==> src/rtl/ram_port_master.sv <==
// Initiator for a single-port RAM: valid/ready request in, registered RAM pins out,
// read data returned on a valid/ready response port after the RAM read latency.
module ram_port_master #(
    parameter int DATA_W = 8,
    parameter int ADDR_W = 6,
    parameter int RD_LAT = 2
) (
    input  logic              clock,
    input  logic              reset,
    input  logic              req_valid,
    output logic              req_ready,
    input  logic              req_we,
    input  logic [ADDR_W-1:0] req_addr,
    input  logic [DATA_W-1:0] req_wdata,
    output logic              rsp_valid,
    input  logic              rsp_ready,
    output logic [DATA_W-1:0] rsp_rdata,
    output logic [DATA_W-1:0] ram_data,
    output logic [ADDR_W-1:0] ram_addr,
    output logic              ram_we,
    input  logic [DATA_W-1:0] ram_q
);

    localparam int CNT_W = (RD_LAT < 1) ? 1 : $clog2(RD_LAT + 1);

    typedef enum logic [1:0] {
        S_IDLE,
        S_WRITE,
        S_READ,
        S_RESP
    } state_t;

    state_t           r_state;
    state_t           w_next;
    logic [CNT_W-1:0] r_cnt;
    logic             w_accept;
    logic             w_cnt_done;

    assign req_ready  = (r_state == S_IDLE);
    assign w_accept   = req_valid & req_ready;
    assign w_cnt_done = (r_cnt == CNT_W'(RD_LAT));

    always_ff @(posedge clock or posedge reset) begin
        if (reset) begin
            r_state <= S_IDLE;
        end else begin
            r_state <= w_next;
        end
    end

    always_comb begin
        w_next = r_state;
        unique case (r_state)
            S_IDLE: begin
                if (w_accept) begin
                    w_next = req_we ? S_WRITE : S_READ;
                end
            end
            S_WRITE: w_next = S_IDLE;
            S_READ: begin
                if (w_cnt_done) begin
                    w_next = S_RESP;
                end
            end
            S_RESP: begin
                if (rsp_ready) begin
                    w_next = S_IDLE;
                end
            end
            default: w_next = S_IDLE;
        endcase
    end

    // RAM pins and response registers; ram_addr is held through the whole read
    always_ff @(posedge clock or posedge reset) begin
        if (reset) begin
            ram_we    <= 1'b0;
            ram_addr  <= '0;
            ram_data  <= '0;
            rsp_valid <= 1'b0;
            rsp_rdata <= '0;
            r_cnt     <= '0;
        end else begin
            unique case (r_state)
                S_IDLE: begin
                    if (w_accept) begin
                        ram_addr <= req_addr;
                        ram_data <= req_wdata;
                        ram_we   <= req_we;
                        r_cnt    <= '0;
                    end
                end
                S_WRITE: ram_we <= 1'b0;
                S_READ: begin
                    if (w_cnt_done) begin
                        rsp_rdata <= ram_q;
                        rsp_valid <= 1'b1;
                    end else begin
                        r_cnt <= r_cnt + 1'b1;
                    end
                end
                S_RESP: begin
                    if (rsp_ready) begin
                        rsp_valid <= 1'b0;
                    end
                end
                default: ram_we <= 1'b0;
            endcase
        end
    end

endmodule
==> config.mk <==
export PLATFORM = sky130hd
export DESIGN_NAME = ram_port_master
export DESIGN_NICKNAME = d
export VERILOG_FILES = /design/src/rtl/ram_port_master.sv
export SDC_FILE = /design/constraint.sdc
export NUM_CORES = 1
export LEC_CHECK = 0
export ABC_AREA = 1
export ABC_CLOCK_PERIOD_IN_PS = 2700
export CORE_MARGIN = 10
export CORE_UTILIZATION = 25
export CTS_BUF_LIST = sky130_fd_sc_hd__clkbuf_2
export DETAILED_ROUTE_END_ITERATION = 16
export HOLD_SLACK_MARGIN = 0.08
export PLACE_DENSITY = 0.59
export SYNTH_ARGS = -nofsm -noshare
export SYNTH_HDL_FRONTEND = slang
export SYNTH_SLANG_ARGS = --single-unit
==> constraint.sdc <==
create_clock -name clock -period 2.7 [get_ports clock]
set_input_delay 0.54 -clock clock [delete_from_list [all_inputs] [get_ports clock]]
set_output_delay 0.54 -clock clock [all_outputs]
set_load 0.005 [all_outputs]
# Word level (Yosys, flattened, before mapping)
# Cells that the tools add are included.
word_totals:
  n_memories: 0
  word_cells: 40
  mem_bits_rw: 0
  rom_bits: 0
  latchBits: 0
  reg_bits: 28
classes:
  shifts: 0
  n_eq_ne: 8
  div: 0
  magnitude_cmp: 0
  addsub: 1
  bitwise: 1
  mul: 0
  muxes: 13
  n_reduce_logical: 10
ops:
  columns: ["operator", "count"]
  rows:
  - ["2-bit two-way mux", 6]
  - ["3-bit AND reduction", 3]
  - ["2-bit one-hot mux with 4 select lines", 1]
  - ["2-bit == test, second input constant", 3]
  - ["2-bit inequality test, second input constant", 3]
  - ["2-bit AND reduction", 3]
  - ["2-bit nonzero test", 3]
  - ["1-bit one-hot mux with 2 select lines", 2]
  - ["2-bit one-hot mux with 2 select lines", 1]
  - ["1-bit two-way mux", 3]
  - ["2-bit by 1-bit adder with 2-bit output, second input constant", 1]
  - ["2-bit by 1-bit == test with 1-bit output, second input constant", 1]
  - ["2-bit logical NOT", 1]
  - ["2-bit by 1-bit inequality test with 1-bit output, second input constant", 1]
  - ["1-bit AND", 1]

# Longest topological paths before layout
# Gate-level depths: netlist (run 1).
logic_depth:
  word_depth: 4
  ltp_mapped: 8
  ltp_nobuf: 7

# Worst setup path after synthesis (run 1)
# Ideal clock, no wire load.
synth_timing:
  kind: "reg2out"
  start: "register r_state[0]"
  end: "output port req_ready"
  path_stages_with_launch: 4
  path_buffers: 2
  t_arrival_ps: 862
  path_slack_ps: 1298
  cell_sequence: "dfrtp_1 buf_6 nor2_4 buf_4"
synth_between:
  elab_chain_len: 1
synth_rtl:
  columns: ["element", "line_no", "rtl"]
  rows:
  - ["from (decl)", "33", "state_t r_state;"]
  - ["from (signal assigned)", "47", "r_state <= w_next;"]
  - ["2-bit logical NOT", "39", "assign req_ready = (r_state == S_IDLE);"]
  - ["to (decl)", "11", "output logic req_ready,"]
# No other way between the ends.

# Final worst setup path (run 1)
# Ends and elaborated chain as after synthesis.

==> results.cfg, run 1 <==
[clocking]
cts_htree_levels = 1
cts_root_buf = clkbuf_2
cts_num_sinks = 28
post_cts_buffers = 0
clk_pin_slew_ns = 0.24
numCtsBuffers = 3
insertion_delay_ns = 0.35
cts_tree = yes
postCtsHoldBufs = 0
max-clock-path-buffers = 2
postCtsResizedCells = 0

[finish]
layout-drive-gt1-share_pct = 5.88
fillCellCount = 490
regArea_um2 = 701
multi_input_area_um2 = 447
area_growth_pct = 47.1
layout.nets = 217
n_antenna_cell = 0

[route]
drt-total-wl_um = 3260
routedWlPerCell_um = 12.8
via_count = 1053
drt_pass1_iterations = 2
drc = 0
initialDrtViolationCount = 35
drtAntennaViolNets = 0
vias_per_cell = 4.15

[sta]
hold_viol = 0
max_freq_ghz = 0.471
tightest_slew_ns = 0.384
layout_setup_ws_ns = 0.576
fin_crit_ns = 2.12
finClkSkew_ns = 0.00180
slew_headroom_pct = 74.4
fin_tns_setup_ns = 0
rsz0062_at_grt = no
setup_viol = 0
finalCritPeriodShare_pct = 78.7
drv_slew = 0

[floorplanning]
die_width_um = 90.1
dieHeight_um = 90.1
rows = 25
start_util_pct = 25.9
core-area_um2 = 4750
design.die.area_um2 = 8130
ios = 52

[global_route]
grt_max_degree = 29
gr-usage-all-layers_pct = 8.22
grt_pass1_wl_um = 5580
antenna_found_initial = 0
first_global_vias = 1100
grt-ovfl-total = 0

[yosys]
yosys-top-cells-area = dfrtp_1 (57%), nand2_1 (16%), nand3_1 (11%), buf_6 (2.7%), ha_1 (2.0%)
synth_top_area_share_pct = 57.0
synth_warnings = 0
syn_area_per_cell_um2 = 9.04
synth_flop_cell = dfrtp_1
synth.most_common_cell = nand2_1
synth.distinct_cells = 18
synth_fp_nets = 165
synth_area_leader_cell = dfrtp_1
synth_cells = 136
syn-cell-area_um2 = 1230
ys_seq_elements = 28
yosysSeqAreaShare_pct = 57.0
synth-edff-count = 0
ys_top_cells_by_count = nand2_1 (52), dfrtp_1 (28), nand3_1 (28)
ys_async_sr_fraction_pct = 100

[setup_path]
worstPathRequired_ns = 2.16
start_kind = flip-flop
crit_path_end_kind = output port
cp_max_fo = 8
cp_data_arrival_time_ns = 1.58
path_class = flip-flop to output port

[power_and_ir_drop]
power.leakage_nw = 0.871
pwr_density_cell_nw_per_um2 = 969
vdd_ir_drop_max_mv = 0.207

[placement]
dp_slack_ns = 0.995
place_congestion = 0.668
io_buffers = 51
hpwl_um = 2480

[run_status]
status = finished, final reports clean

[worst_hold_path]
hold_path_class = flip-flop to flip-flop

[run]
cap_violations = 0
-- cell type report --
type	count	area share (%)
inverters	7	1.45
flip-flops and latches	28	38.7
clock buffers	3	0.830
multi-input cells	94	24.7
repair buffers	54	29.5
clock inverters	1	0.207
well taps	67	4.63
-- per-stage QoR --
step	total power (W)	cell area, um^2	hold WS, ns	std cells	util, %
after floorplan	0.00117	1230	0.465	136	-
after global placement	0.00163	1790	0.456	250	37.7
after detailed placement	0.00163	1790	0.458	250	37.7
after CTS	0.00179	1810	0.490	254	38.1
after global routing	0.00193	1810	0.500	254	38.1
final	0.00175	1810	0.503	254	38.1
-- critical path, cell delays in order (launching register included) --
cell and delay, ns:
dfrtp_1 0.56, nor2_4 0.15, clkdlybuf4s50_1 0.53
-- flip-flops by register name (all words and copies together) (netlist names) --
name	cells
r_cnt	2
r_state	2
rsp_rdata	8
ram_data	8
ram_addr	6
ram_we	1
rsp_valid	1
-- worst paths after layout --
kind                                    end  cells after the start        start  slack (ns)
worst min register to register  ram_addr[2]                      2  ram_addr[2]        0.50
worst max register to register   r_state[1]                      6     r_cnt[0]        1.21
worst max-delay path              req_ready                      2   r_state[0]        0.58
worst min-delay path            ram_addr[2]                      2  ram_addr[2]        0.50
max in group asynchronous       ram_data[5]                      3        reset        1.93
min in group asynchronous            ram_we                      3        reset        0.52
-- per-layer routing --
metal  wire length, um  vias to the layer above  global-route usage (%)
met5                 0                        -                       0
met1              1520                      488                    9.86
met4                17                        0                    2.39
li1                  -                      543                       -
met2              1560                       20                    13.4
met3               170                        2                    2.99
-- placed cells by master (no fill, tap or decap) --
cell type and count:
ha_1 2, buf_4 3, inv_1 6, a22o_1 1, nand2_1 52, o21a_1 1
nand2_2 1, nand3_1 28, nand2_4 1, clkdlybuf4s50_1 51, nor3_1 1, inv_2 1
nor2_4 2, dfrtp_1 28, clkbuf_2 3, o21ai_1 1, o21ai_0 2, clkinv_1 1
a21oi_1 2
-- power breakdown --
part	switching [W]	total [W]	internal, W	leakage, nW
registers	0.000130	0.000743	0.000612	0.348
logic	0.000382	0.000860	0.000478	0.509
clock network	0.000117	0.000150	0.0000322	0.0140
-- logic make-up (layout without fill, tap and decap cells) --
family,Yosys count,count (layout),synth area share (%)
buf+inv,14,65,6.71
flops,28,28,57.0
fa+ha+maj,2,2,2.03
compound gates,7,7,3.36
simple gates,85,85,30.9
No activity file was read; power rests on OpenSTA's default activity.
==> run 2, diff against run 1 <==
Settings changed: ABC_CLOCK_PERIOD_IN_PS 2700 to 1700, PLACE_DENSITY 0.59 to 0.61.
Clock period 2.7 ns to 1.7 ns, I/O delays scaled along.
==> results.cfg, run 2 (synthesis gave the netlist of run 1 again) <==
[floorplanning]
start_util_pct = 25.9
design.die.area_um2 = 8130
dieHeight_um = 90.1
core-area_um2 = 4750
die_width_um = 90.1
ios = 52
rows = 25

[worst_hold_path]
hold_path_class = primary input to async pin

[power_and_ir_drop]
power.leakage_nw = 1.12
total_power_w = 0.00307
pwr_density_cell_nw_per_um2 = 1560
vdd_ir_drop_max_mv = 0.489

[setup_path]
cp_cell_sequence = clkdlybuf4s50_1
worstPathRequired_ns = 1.36
path_buf_inv = 1
reg2reg_setup_slack_ns = 0.40
cp_data_arrival_time_ns = 1.29
crit_family = buffers and inverters
cp_slowest_stage_delay_ns = 0.52
start_kind = flip-flop
path_class = flip-flop to output port
cp_slowest_cell = clkdlybuf4s50_1
cp_max_fo = 2
crit_path_end_kind = output port

[global_route]
grt_pass1_wl_um = 5620
grt_max_degree = 29
grt-ovfl-total = 0
first_global_vias = 1036
gr-usage-all-layers_pct = 8.36
antenna_found_initial = 0

[finish]
fin_util_pct = 41.2
fin_cells = 266
layout-drive-gt1-share_pct = 12.6
n_antenna_cell = 0
final_cell_mix = nand2_1 (52), clkdlybuf4s50_1 (36), nand3_1 (28)
fillCellCount = 497
final_common_cell = nand2_1
layout.nets = 229
top_regs = ram_data x8, rsp_rdata x8, ram_addr x6
area_growth_pct = 59.4

[sta]
slew_headroom_pct = 75.0
finClkSkew_ns = 0.0137
drv_slew = 0
max_freq_ghz = 0.612
finalCritPeriodShare_pct = 96.1
setup_viol = 0
fin_crit_ns = 1.63
holdWs_ns = 0.274
tightest_slew_ns = 0.375
hold_viol = 0

[placement]
dp.cells = 254
io_buffers = 51
place_congestion = 0.660
hpwl_um = 2520

[clocking]
max-clock-path-buffers = 2
cts_num_sinks = 28
clk_pin_slew_ns = 0.28
numCtsBuffers = 3
cts_root_buf = clkbuf_2
cts_tree = yes
cts_htree_levels = 1
postCtsHoldBufs = 0
insertion_delay_ns = 0.37

[run_status]
status = finished, final reports clean

[route]
routedWlPerCell_um = 12.8
via_count = 1069
drtAntennaViolNets = 0
drt_pass1_iterations = 4
drt-total-wl_um = 3400
drc = 0
vias_per_cell = 4.02
initialDrtViolationCount = 33

[run]
cap_violations = 0
## run 2: per-stage QoR
step | setup TNS, ns | setup WS, ns | cell area [um^2]
4_1_cts | 0 | 0.00483 | 1870
6_report | 0 | 0.0663 | 1960
3_3_place_gp | 0 | 0.279 | 1820
3_5_place_dp | 0 | 0.269 | 1820
2_1_floorplan | 0 | 0.439 | 1230
5_1_grt | -0.000841 | -0.000841 | 1960
## run 2: final timing paths
| check | from | end | depth (start not counted) |
|---|---|---|---|
| max | rsp_rdata[5] | rsp_rdata[5] | 1 |
| min | reset | ram_addr[2] | 3 |
| max reg2reg | r_cnt[0] | r_state[1] | 6 |
| min reg2reg | ram_data[2] | ram_data[2] | 2 |
| max in group asynchronous | reset | r_state[1] | 3 |
| min in group clock | req_addr[3] | ram_addr[3] | 3 |
## run 2: power breakdown
group	internal, W	switching [W]
Combinational	0.000847	0.000675
Clock	0.000202	0.000205
Sequential	0.000975	0.000162
## run 2: routing by layer
metal / up-vias / global-route usage (%) / wire, um
li1: 562 / - / -
met1: 482 / 10.3 / 1480
met2: 21 / 13.6 / 1740
met3: 4 / 1.91 / 141
met4: 0 / 3.58 / 47
met5: - / 0 / 0
## run 2: layout make-up
| class | count | area (um^2) | share of cell area (%) |
|---|---|---|---|
| clock buffers | 3 | 15.0 | 0.766 |
| clock inverters | 1 | 30.0 | 1.53 |
| inverters | 7 | 26.3 | 1.34 |
| multi-input cells | 94 | 447 | 22.8 |
| flip-flops and latches | 28 | 702 | 35.8 |
| well taps | 67 | 83.8 | 4.28 |
| repair buffers | 66 | 657 | 33.5 |
## run 2: timing repair
item                                    in CTS  in global routing
gates resized for setup                      2                 14
endpoints found under the setup margin       1                 16
setup buffers                                1                  7
cloned                                       0                  0
==> run 3, diff against run 2 <==
Settings changed: SLEW_MARGIN set to 20, TNS_END_PERCENT set to 20.
==> results.cfg, run 3 (synthesis gave the netlist of run 1 again) <==
[placement]
dp_slack_ns = 0.269
io_buffers = 51
hpwl_um = 2520
place_congestion = 0.660

[power_and_ir_drop]
vdd_ir_drop_max_mv = 0.488
total_power_w = 0.00295
pwr_density_cell_nw_per_um2 = 1540
power.leakage_nw = 1.11

[setup_path]
cp_slowest_cell = clkdlybuf4s50_1
crit_family = buffers and inverters
worstPathRequired_ns = 1.36
crit_path_end_kind = output port
start_kind = flip-flop
cp_slowest_stage_delay_ns = 0.53
cp_data_arrival_time_ns = 1.29
path_class = flip-flop to output port
path_buf_inv = 1
reg2reg_setup_slack_ns = 0.40
cp_cell_sequence = clkdlybuf4s50_1
cp_max_fo = 2

[clocking]
max-clock-path-buffers = 2
insertion_delay_ns = 0.37
cts_num_sinks = 28
clk_pin_slew_ns = 0.28
numCtsBuffers = 3
cts_tree = yes
cts_root_buf = clkbuf_2
cts_htree_levels = 1

[finish]
n_antenna_cell = 0
top_regs = ram_data x8, rsp_rdata x8, ram_addr x6
layout.nets = 222
final_cell_mix = nand2_1 (52), clkdlybuf4s50_1 (34), nand3_1 (28)
area_growth_pct = 55.5
layout-drive-gt1-share_pct = 9.38
final_common_cell = nand2_1

[floorplanning]
dieHeight_um = 90.1
rows = 25
design.die.area_um2 = 8130
core-area_um2 = 4750
ios = 52
start_util_pct = 25.9
die_width_um = 90.1

[sta]
finalCritPeriodShare_pct = 95.8
tightest_slew_ns = 0.373
max_freq_ghz = 0.614
layout_setup_ws_ns = 0.0714
slew_headroom_pct = 75.1
fin_crit_ns = 1.63
setup_viol = 0
rsz0062_at_grt = no
finClkSkew_ns = 0.0132
fin_tns_setup_ns = 0
hold_viol = 0
drv_slew = 0

[worst_hold_path]
hold_path_class = primary input to async pin

[route]
routedWlPerCell_um = 12.9
via_count = 1040
drt-total-wl_um = 3340
drtAntennaViolNets = 0
initialDrtViolationCount = 51
drt_pass1_iterations = 4
vias_per_cell = 4.02
drc = 0

[global_route]
grt_max_degree = 29
grt_pass1_wl_um = 5620
antenna_found_initial = 0
gr-usage-all-layers_pct = 8.36
grt-ovfl-total = 0
first_global_vias = 1036

[run_status]
status = finished, final reports clean

[run]
cap_violations = 0
==> run 3: cell count changes in the layout (fill, tap and decap cells not counted) <==
cell | previous run | this run
buf_4 | 15 | 8
clkdlybuf4s50_1 | 36 | 34
dlymetal6s2s_1 | 14 | 16
==> run 3: power by group <==
part	switching, W	total [W]	leakage (nW)	internal [W]
Clock	0.000204	0.000407	0.0266	0.000202
Sequential	0.000162	0.00114	0.347	0.000975
Combinational	0.000650	0.00140	0.738	0.000753
==> run 3: worst paths after layout <==
kind,start,endpoint,depth (start not counted)
min in group clock,req_addr[3],ram_addr[3],3
min,reset,ram_addr[2],3
max,rsp_valid,rsp_valid,1
min reg2reg,ram_data[2],ram_data[2],2
max in group asynchronous,reset,r_state[1],3
max reg2reg,r_cnt[0],r_state[1],6
==> run 3: per-layer routing <==
metal / up-vias / global-route usage (%) / share of wire [%]
li1: 549 / - / -
met2: 21 / 13.6 / 50
met3: 4 / 1.91 / 4.1
met5: - / 0 / 0
met4: 0 / 3.58 / 1.4
met1: 466 / 10.3 / 44
==> run 3: through the flow <==
stage | hold slack [ns] | cell area [um^2] | cells | util (%)
global placement | 0.456 | 1820 | 254 | 38.3
finish | 0.274 | 1910 | 259 | 40.2
global route | 0.231 | 1910 | 259 | 40.2
detailed placement | 0.458 | 1820 | 254 | 38.3
CTS | 0.261 | 1870 | 259 | 39.4
floorplan | 0.405 | 1230 | 136 | -
==> run 3: layout make-up <==
type	instances	area [um^2]
clock buffer	3	15.0
clock inverter	1	30.0
fill	498	2840
inverter	7	26.3
multi-input combinational	94	447
sequential	28	702
tap	67	83.8
timing repair buffer	59	609
==> run 3: repair_timing <==
item / 4_1_cts / 5_1_grt
setup endpoints to repair: 1 / 16
buffers inserted: 1 / 0
hold buffers: 0 / 0
resized for setup: 2 / 16
